===== config.mk =====
export PLATFORM = sky130hd
export DESIGN_NAME = axis_slice_adder
export DESIGN_NICKNAME = d
export VERILOG_FILES = /design/src/rtl/axis_slice_adder.sv
export SDC_FILE = /design/constraint.sdc
export NUM_CORES = 1
export LEC_CHECK = 0
export ABC_AREA = 1
export CAP_MARGIN = 25
export CELL_PAD_IN_SITES_DETAIL_PLACEMENT = 0
export CELL_PAD_IN_SITES_GLOBAL_PLACEMENT = 2
export CORE_MARGIN = 1
export CORE_UTILIZATION = 34
export DETAILED_ROUTE_END_ITERATION = 6
export PLACE_DENSITY_LB_ADDON = 0.1
export SYNTH_ARGS = -nofsm -noshare
export SYNTH_HDL_FRONTEND = slang
export SYNTH_SLANG_ARGS = --single-unit
export TNS_END_PERCENT = 20

===== constraint.sdc =====
create_clock -name clk -period 8.4 [get_ports clk]
set_input_delay 2.52 -clock clk [delete_from_list [all_inputs] [get_ports clk]]
set_output_delay 2.52 -clock clk [all_outputs]
set_load 0.05 [all_outputs]

===== src/rtl/axis_slice_adder.sv =====
// axis_slice_adder: joins two AXI-Stream operands and adds them SLICE bits per
// cycle, LSB first, through a registered carry; result leaves on one stream.
// Optional feature macro: AXIS_SLICE_ADDER_CHAIN_EN (carry chained across beats
// until TLAST). Undefined by default: every beat starts with carry-in 0.
module axis_slice_adder #(
    parameter int WIDTH = 32,
    parameter int SLICE = 8
) (
    input  logic             clk,
    input  logic             reset,
    input  logic             s_a_tvalid,
    input  logic [WIDTH-1:0] s_a_tdata,
    input  logic             s_a_tlast,
    output logic             s_a_tready,
    input  logic             s_b_tvalid,
    input  logic [WIDTH-1:0] s_b_tdata,
    input  logic             s_b_tlast,
    output logic             s_b_tready,
    output logic             m_sum_tvalid,
    output logic [WIDTH-1:0] m_sum_tdata,
    output logic             m_sum_tlast,
    output logic [1:0]       m_sum_tuser,
    input  logic             m_sum_tready,
    output logic             busy
);

    localparam int NSLICE = WIDTH / SLICE;
    localparam int IW     = (NSLICE > 1) ? $clog2(NSLICE) : 1;

    localparam logic [IW-1:0] LAST_IDX = IW'(NSLICE - 1);

    localparam logic [1:0] IDLE = 2'd0;
    localparam logic [1:0] ADD  = 2'd1;
    localparam logic [1:0] OUT  = 2'd2;

    logic [1:0]       state;
    logic [WIDTH-1:0] a_sh;
    logic [WIDTH-1:0] b_sh;
    logic [WIDTH-1:0] sum_sh;
    logic [WIDTH-1:0] sum_next;
    logic [SLICE:0]   slice_sum;
    logic [IW-1:0]    idx;
    logic             carry;
    logic             carry_in;
    logic             last_a;
    logic             last_b;
    logic             accept;
    logic             out_hs;
    logic             last_slice;

    // Join: both operand streams transfer together, only while idle.
    assign accept     = ~reset & (state == IDLE) & s_a_tvalid & s_b_tvalid;
    assign s_a_tready = accept;
    assign s_b_tready = accept;

    assign out_hs     = (state == OUT) & m_sum_tready;
    assign last_slice = (idx == LAST_IDX);
    assign busy       = (state != IDLE);

`ifdef AXIS_SLICE_ADDER_CHAIN_EN
    logic chain_carry;

    // Chain carry follows the emitted beat; a packet end clears it.
    always_ff @(posedge clk or posedge reset) begin
        if (reset) begin
            chain_carry <= 1'b0;
        end else if (out_hs) begin
            chain_carry <= m_sum_tuser[0] & ~m_sum_tlast;
        end
    end

    assign carry_in = chain_carry;
`else
    assign carry_in = 1'b0;
`endif

    // One slice add; the new slice enters the sum shifter from the top.
    always_comb begin
        slice_sum = {1'b0, a_sh[SLICE-1:0]}
                  + {1'b0, b_sh[SLICE-1:0]}
                  + {{SLICE{1'b0}}, carry};
        sum_next  = (sum_sh >> SLICE)
                  | (WIDTH'(slice_sum[SLICE-1:0]) << (WIDTH - SLICE));
    end

    // Control: IDLE -> ADD for NSLICE cycles -> OUT until downstream takes it.
    always_ff @(posedge clk or posedge reset) begin
        if (reset) begin
            state <= IDLE;
            idx   <= '0;
        end else begin
            unique case (state)
                IDLE: begin
                    if (accept) begin
                        state <= ADD;
                        idx   <= '0;
                    end
                end
                ADD: begin
                    idx <= idx + 1'b1;
                    if (last_slice) begin
                        state <= OUT;
                    end
                end
                OUT: begin
                    if (m_sum_tready) begin
                        state <= IDLE;
                    end
                end
                default: begin
                    state <= IDLE;
                end
            endcase
        end
    end

    // Operand shifters, running carry and partial sum.
    always_ff @(posedge clk or posedge reset) begin
        if (reset) begin
            a_sh   <= '0;
            b_sh   <= '0;
            sum_sh <= '0;
            carry  <= 1'b0;
            last_a <= 1'b0;
            last_b <= 1'b0;
        end else if (accept) begin
            a_sh   <= s_a_tdata;
            b_sh   <= s_b_tdata;
            sum_sh <= '0;
            carry  <= carry_in;
            last_a <= s_a_tlast;
            last_b <= s_b_tlast;
        end else if (state == ADD) begin
            a_sh   <= a_sh >> SLICE;
            b_sh   <= b_sh >> SLICE;
            sum_sh <= sum_next;
            carry  <= slice_sum[SLICE];
        end
    end

    // Result registers: loaded on the last slice, held until the handshake.
    always_ff @(posedge clk or posedge reset) begin
        if (reset) begin
            m_sum_tvalid <= 1'b0;
            m_sum_tdata  <= '0;
            m_sum_tlast  <= 1'b0;
            m_sum_tuser  <= 2'b00;
        end else if ((state == ADD) && last_slice) begin
            m_sum_tvalid <= 1'b1;
            m_sum_tdata  <= sum_next;
            m_sum_tlast  <= last_a | last_b;
            m_sum_tuser  <= {last_a ^ last_b, slice_sum[SLICE]};
        end else if (out_hs) begin
            m_sum_tvalid <= 1'b0;
        end
    end

endmodule


Word-level counts from Yosys, hierarchy flattened
Index checks and enable logic that the tools add are counted.
- register bits after elaboration: 139
- input bits: 71
- output and inout port bits: 39
- word-level logic and storage cells: 53
- add/subtract/negate cells: 3
- equal/unequal tests: 6
- muxes and demuxes: 16
- bitwise operators: 8
- reductions and logical operators: 8
- operators by type and width (kind ; number):
    $mux W32 ; 6
    $or A24 B32 Y32 ; 1
    $add A8 B8 Y9 ; 1
    $add A9 B1 Y9 ; 1
    $mux W2 ; 4
    $reduce_bool A2 Y1 ; 4
    $ne A2 B2 Y1 const B ; 3
    $pmux W2 S3 ; 1
    $and A1 B1 Y1 ; 4
    $eq A2 B2 Y1 const B ; 2
    $mux W1 ; 4
    $pmux W2 S2 ; 1
    $reduce_and A3 Y1 ; 1
    $add A2 B1 Y2 const B ; 1
    $eq A2 B1 Y1 const B ; 1
    $logic_not A2 Y1 ; 1
    $reduce_and A2 Y1 ; 1
    $logic_and A1 B1 Y1 ; 1
    $not A1 Y1 ; 1
    $or A1 B1 Y1 ; 1
    $xor A1 B1 Y1 ; 1

Logic depth before layout (Yosys ltp)
- depth after elaboration: 6
- gate-level depth with buffers: 11
- mapped depth without buffers: 11

Least setup slack after synthesis
OpenSTA, ideal clock, no wires.
- path type: input-to-output
- start: in s_b_tvalid
- end: out s_b_tready
- arrival time: 3.445 ns
- data required time: 5.880 ns
- setup slack: 2.435 ns
- stages: 6
- path buffers: 2
- path through: nand2_1 nor2_1 nand2_2 inv_2 buf_2 buf_4
- word-level cells in the longest chain between the ends: 1
- RTL lines (item ; RTL line ; source):
    start: declaration ; 15 ; input logic s_b_tvalid,
    $and A1 B1 Y1 ; 52 ; assign accept = ~reset & (state == IDLE) & s_a_tvalid & s_b_tvalid;
    end: declaration ; 18 ; output logic s_b_tready,
No other way between the ends.

Worst setup path in the final report
- start: in reset
- end: out s_b_tready
- word-level cells in the longest chain between the ends: 4
- RTL lines (item ; RTL line ; source):
    start: declaration ; 10 ; input logic reset,
    $not A1 Y1 ; 52 ;
    $and A1 B1 Y1 (3 in a row) ; 52 ;
No other way between the ends.

==> impl_metrics.env <==
export IMPL_clock_root_buffer="clkbuf_16"
export IMPL_wl_per_cell_um=14.4
export IMPL_synth_most_common_cell="nand2_1"
export IMPL_synth_flop_cell="dfrtp_1"
export IMPL_path_clk_slew_ps=60
export IMPL_core_area_um2=16100
export IMPL_yosysWarnings=0
export IMPL_drc_errors=0
export IMPL_clockBufferDepth=2
export IMPL_ys_types=27
export IMPL_initial_utilization_pct=35.3
export IMPL_synth_area_per_cell_um2=8.99
export IMPL_dp_hpwl_um=9380
export IMPL_track_usage_pct=17.3
export IMPL_p_leak_nw=3.54
export IMPL_die_area_um2=17200
export IMPL_hold_buffers=0
export IMPL_endpoint_kind="output port"
export IMPL_cpPeakStageDelay_ps=490
export IMPL_die_w_um=131
export IMPL_slew_violations=0
export IMPL_crit_arrival_ps=3770
export IMPL_synth_area_leader_cell="dfrtp_1"
export IMPL_synth_common_cells="192 x nand2_1, 131 x dfrtp_1, 111 x nand3_1"
export IMPL_r2r_setup_slack_ps=6250
export IMPL_gp_congestion=0.753
export IMPL_min_from="m_sum_tdata[10]"
export IMPL_grt_pass1_vias=4683
export IMPL_reg2regPathDepth=6
export IMPL_num_vias=4494
export IMPL_crit_type="primary input to output port"
export IMPL_crit_family="buffers and inverters"
export IMPL_fp_dieH_um=131
export IMPL_overflow=0
export IMPL_setup_tns_ps=0
export IMPL_ir_drop_uv=171
export IMPL_setup_violations=0
export IMPL_synth_edff_count=0
export IMPL_cp_max_fo=19
export IMPL_n_antenna_cell=0
export IMPL_required_ps=5880
export IMPL_path_cells="clkdlybuf4s50_1 -> nor2_1 -> nand2_2 -> inv_2 -> buf_12"
export IMPL_grt_pass1_wl_um=23600
export IMPL_r2r_start="state[1]"
export IMPL_r2r_end="b_sh[30]"
export IMPL_clock_sinks=131
export IMPL_p_per_area_nw_per_um2=393
export IMPL_max_freq_ghz=0.159
export IMPL_drive_gt1_share_pct=6.87
export IMPL_drtPass1Iterations=4
export IMPL_worst_pin_slew_ps=952
export IMPL_synth_seq_cells=131
export IMPL_antenna_found_initial=0
export IMPL_io_buffers=109
export IMPL_cts_tree="built"
export IMPL_power_w=0.00298
export IMPL_startpoint_type="primary input"
export IMPL_outcome="complete, no violations"
export IMPL_cts_resized=0
export IMPL_netlist_area_leader_share_pct=57.7
export IMPL_clock_latency_ps=410
export IMPL_cts_inserted_buffers=17
export IMPL_cp_num_buf_inv=3
export IMPL_nNetsFinal=811
export IMPL_hold_viol=0
export IMPL_rows=46
export IMPL_synthArstFlopShare_pct=100
export IMPL_hp_class="flop to flop"
export IMPL_syn_nets=714
export IMPL_fillCellCount=1582
export IMPL_rsz0062_at_grt="no"
export IMPL_syn_to_final_growth_pct=33.4
export IMPL_synth_seq_area_share_pct=57.7
export IMPL_ant_nets=0
export IMPL_yosys_top_cells_area="dfrtp_1 58%, nand2_1 13%, nand3_1 9.8%"
export IMPL_drv_cap=0
export IMPL_cp_slowest_cell="clkdlybuf4s50_1"
export IMPL_vias_per_cell=4.69
export IMPL_whs_path_depth=2
export IMPL_syn_area_um2=5680
export IMPL_relSlewSlack_pct=36.5
export IMPL_dr_first_iter_drc_count=281
export IMPL_post_cts_setup_buffers=0
export IMPL_grt_start_max_net_pins=89
export IMPL_htreeDepth=4
export IMPL_post_route_period_util_pct=74.9
export IMPL_min_to="m_sum_tdata[10]"
export IMPL_synthCells=632
export IMPL_drt_total_wl_um=13800
export IMPL_ios=110
export IMPL_finalCriticalPeriod_ps=6290
export IMPL_fin_skew_ps=7.79
## layer usage
layer,up-vias,part of all wire [%],track usage [%]
li1,2266,-,-
met1,2118,48,23.2
met2,99,47,27.7
met3,11,3.8,3.63
met4,0,1.0,5.81
met5,-,0,0
## cell usage in the layout, fill, tap and decap left out, drive strengths merged
cell	n
clkbuf	19
xor2	1
ha	9
bufinv	5
buf	9
clkinvlp	2
or2	3
fa	2
nand3b	2
inv	56
clkinv	5
o211ai	11
and2	1
nor2	8
o22ai	19
dfrtp	131
nand3	111
o21ai	43
a21oi	4
clkdlybuf4s50	107
o21a	1
nand2	193
## flip-flops by register name (all words and copies together) (netlist names)
| register | cells |
|---|---|
| m_sum_tuser | 2 |
| b_sh | 32 |
| a_sh | 32 |
| m_sum_tvalid | 1 |
| last_a | 1 |
| idx | 2 |
| carry | 1 |
| sum_sh | 24 |
| last_b | 1 |
| m_sum_tdata | 32 |
| state | 2 |
| m_sum_tlast | 1 |
## cell type report
type / count / area [um^2] / share of cell area, %
clock inverters: 13 / 206 / 2.72
repair buffers: 116 / 1200 / 15.8
clock buffers: 19 / 443 / 5.84
inverters: 55 / 211 / 2.79
flip-flops and latches: 131 / 3280 / 43.2
multi-input cells: 408 / 1970 / 26.0
well taps: 216 / 270 / 3.57
## tightest hold or removal path, delay by kind of cell (launching register included)
| family | cells | cell delay (ps) |
|---|---|---|
| flops | 1 | 340 |
| simple gates | 1 | 60 |
| compound gates | 1 | 40 |
## cells by family (layout without fill, tap and decap cells)
kind of cell / Yosys count / in the layout / synth area share, %
and+or+nand+nor: 318 / 318 / 24.0
xor gates and xnor gates: 1 / 1 / 0.154
adders and majority gates: 11 / 11 / 2.69
AOI/OAI and AO/OA: 78 / 78 / 7.88
buffers and inverters: 93 / 203 / 7.60
DFF: 131 / 131 / 57.7
## worst max path at each step
stage	start	end	slack (ps)	depth (start not counted)
floorplan	reset	a_sh[0]	2380	1
finish	reset	s_b_tready	2110	5
global route	reset	s_b_tready	2020	5
detailed placement	reset	s_b_tready	2100	5
CTS	reset	s_b_tready	2080	5
global placement	reset	s_b_tready	2110	5
## metrics by stage
| step | cell area (um^2) | worst slack [ps] | std cells | util (%) | hold WS (ps) |
|---|---|---|---|---|---|
| CTS | 7560 | 2080 | 957 | 46.9 | 481 |
| finish | 7580 | 2110 | 958 | 47.0 | 479 |
| global route | 7580 | 2020 | 958 | 47.0 | 501 |
| detailed placement | 6910 | 2100 | 925 | 42.9 | 466 |
| global placement | 6880 | 2110 | 924 | 42.7 | 463 |
| floorplan | 5680 | 2380 | 632 | - | 450 |
## power breakdown
| part | internal (W) | leakage, nW | switching, W |
|---|---|---|---|
| logic | 0.000409 | 1.52 | 0.000764 |
| registers | 0.000878 | 1.71 | 0.000120 |
| clock network | 0.000534 | 0.313 | 0.000274 |
| total | 0.00182 | 3.54 | 0.00116 |
Note: power is estimated with default switching activity, not from simulation.
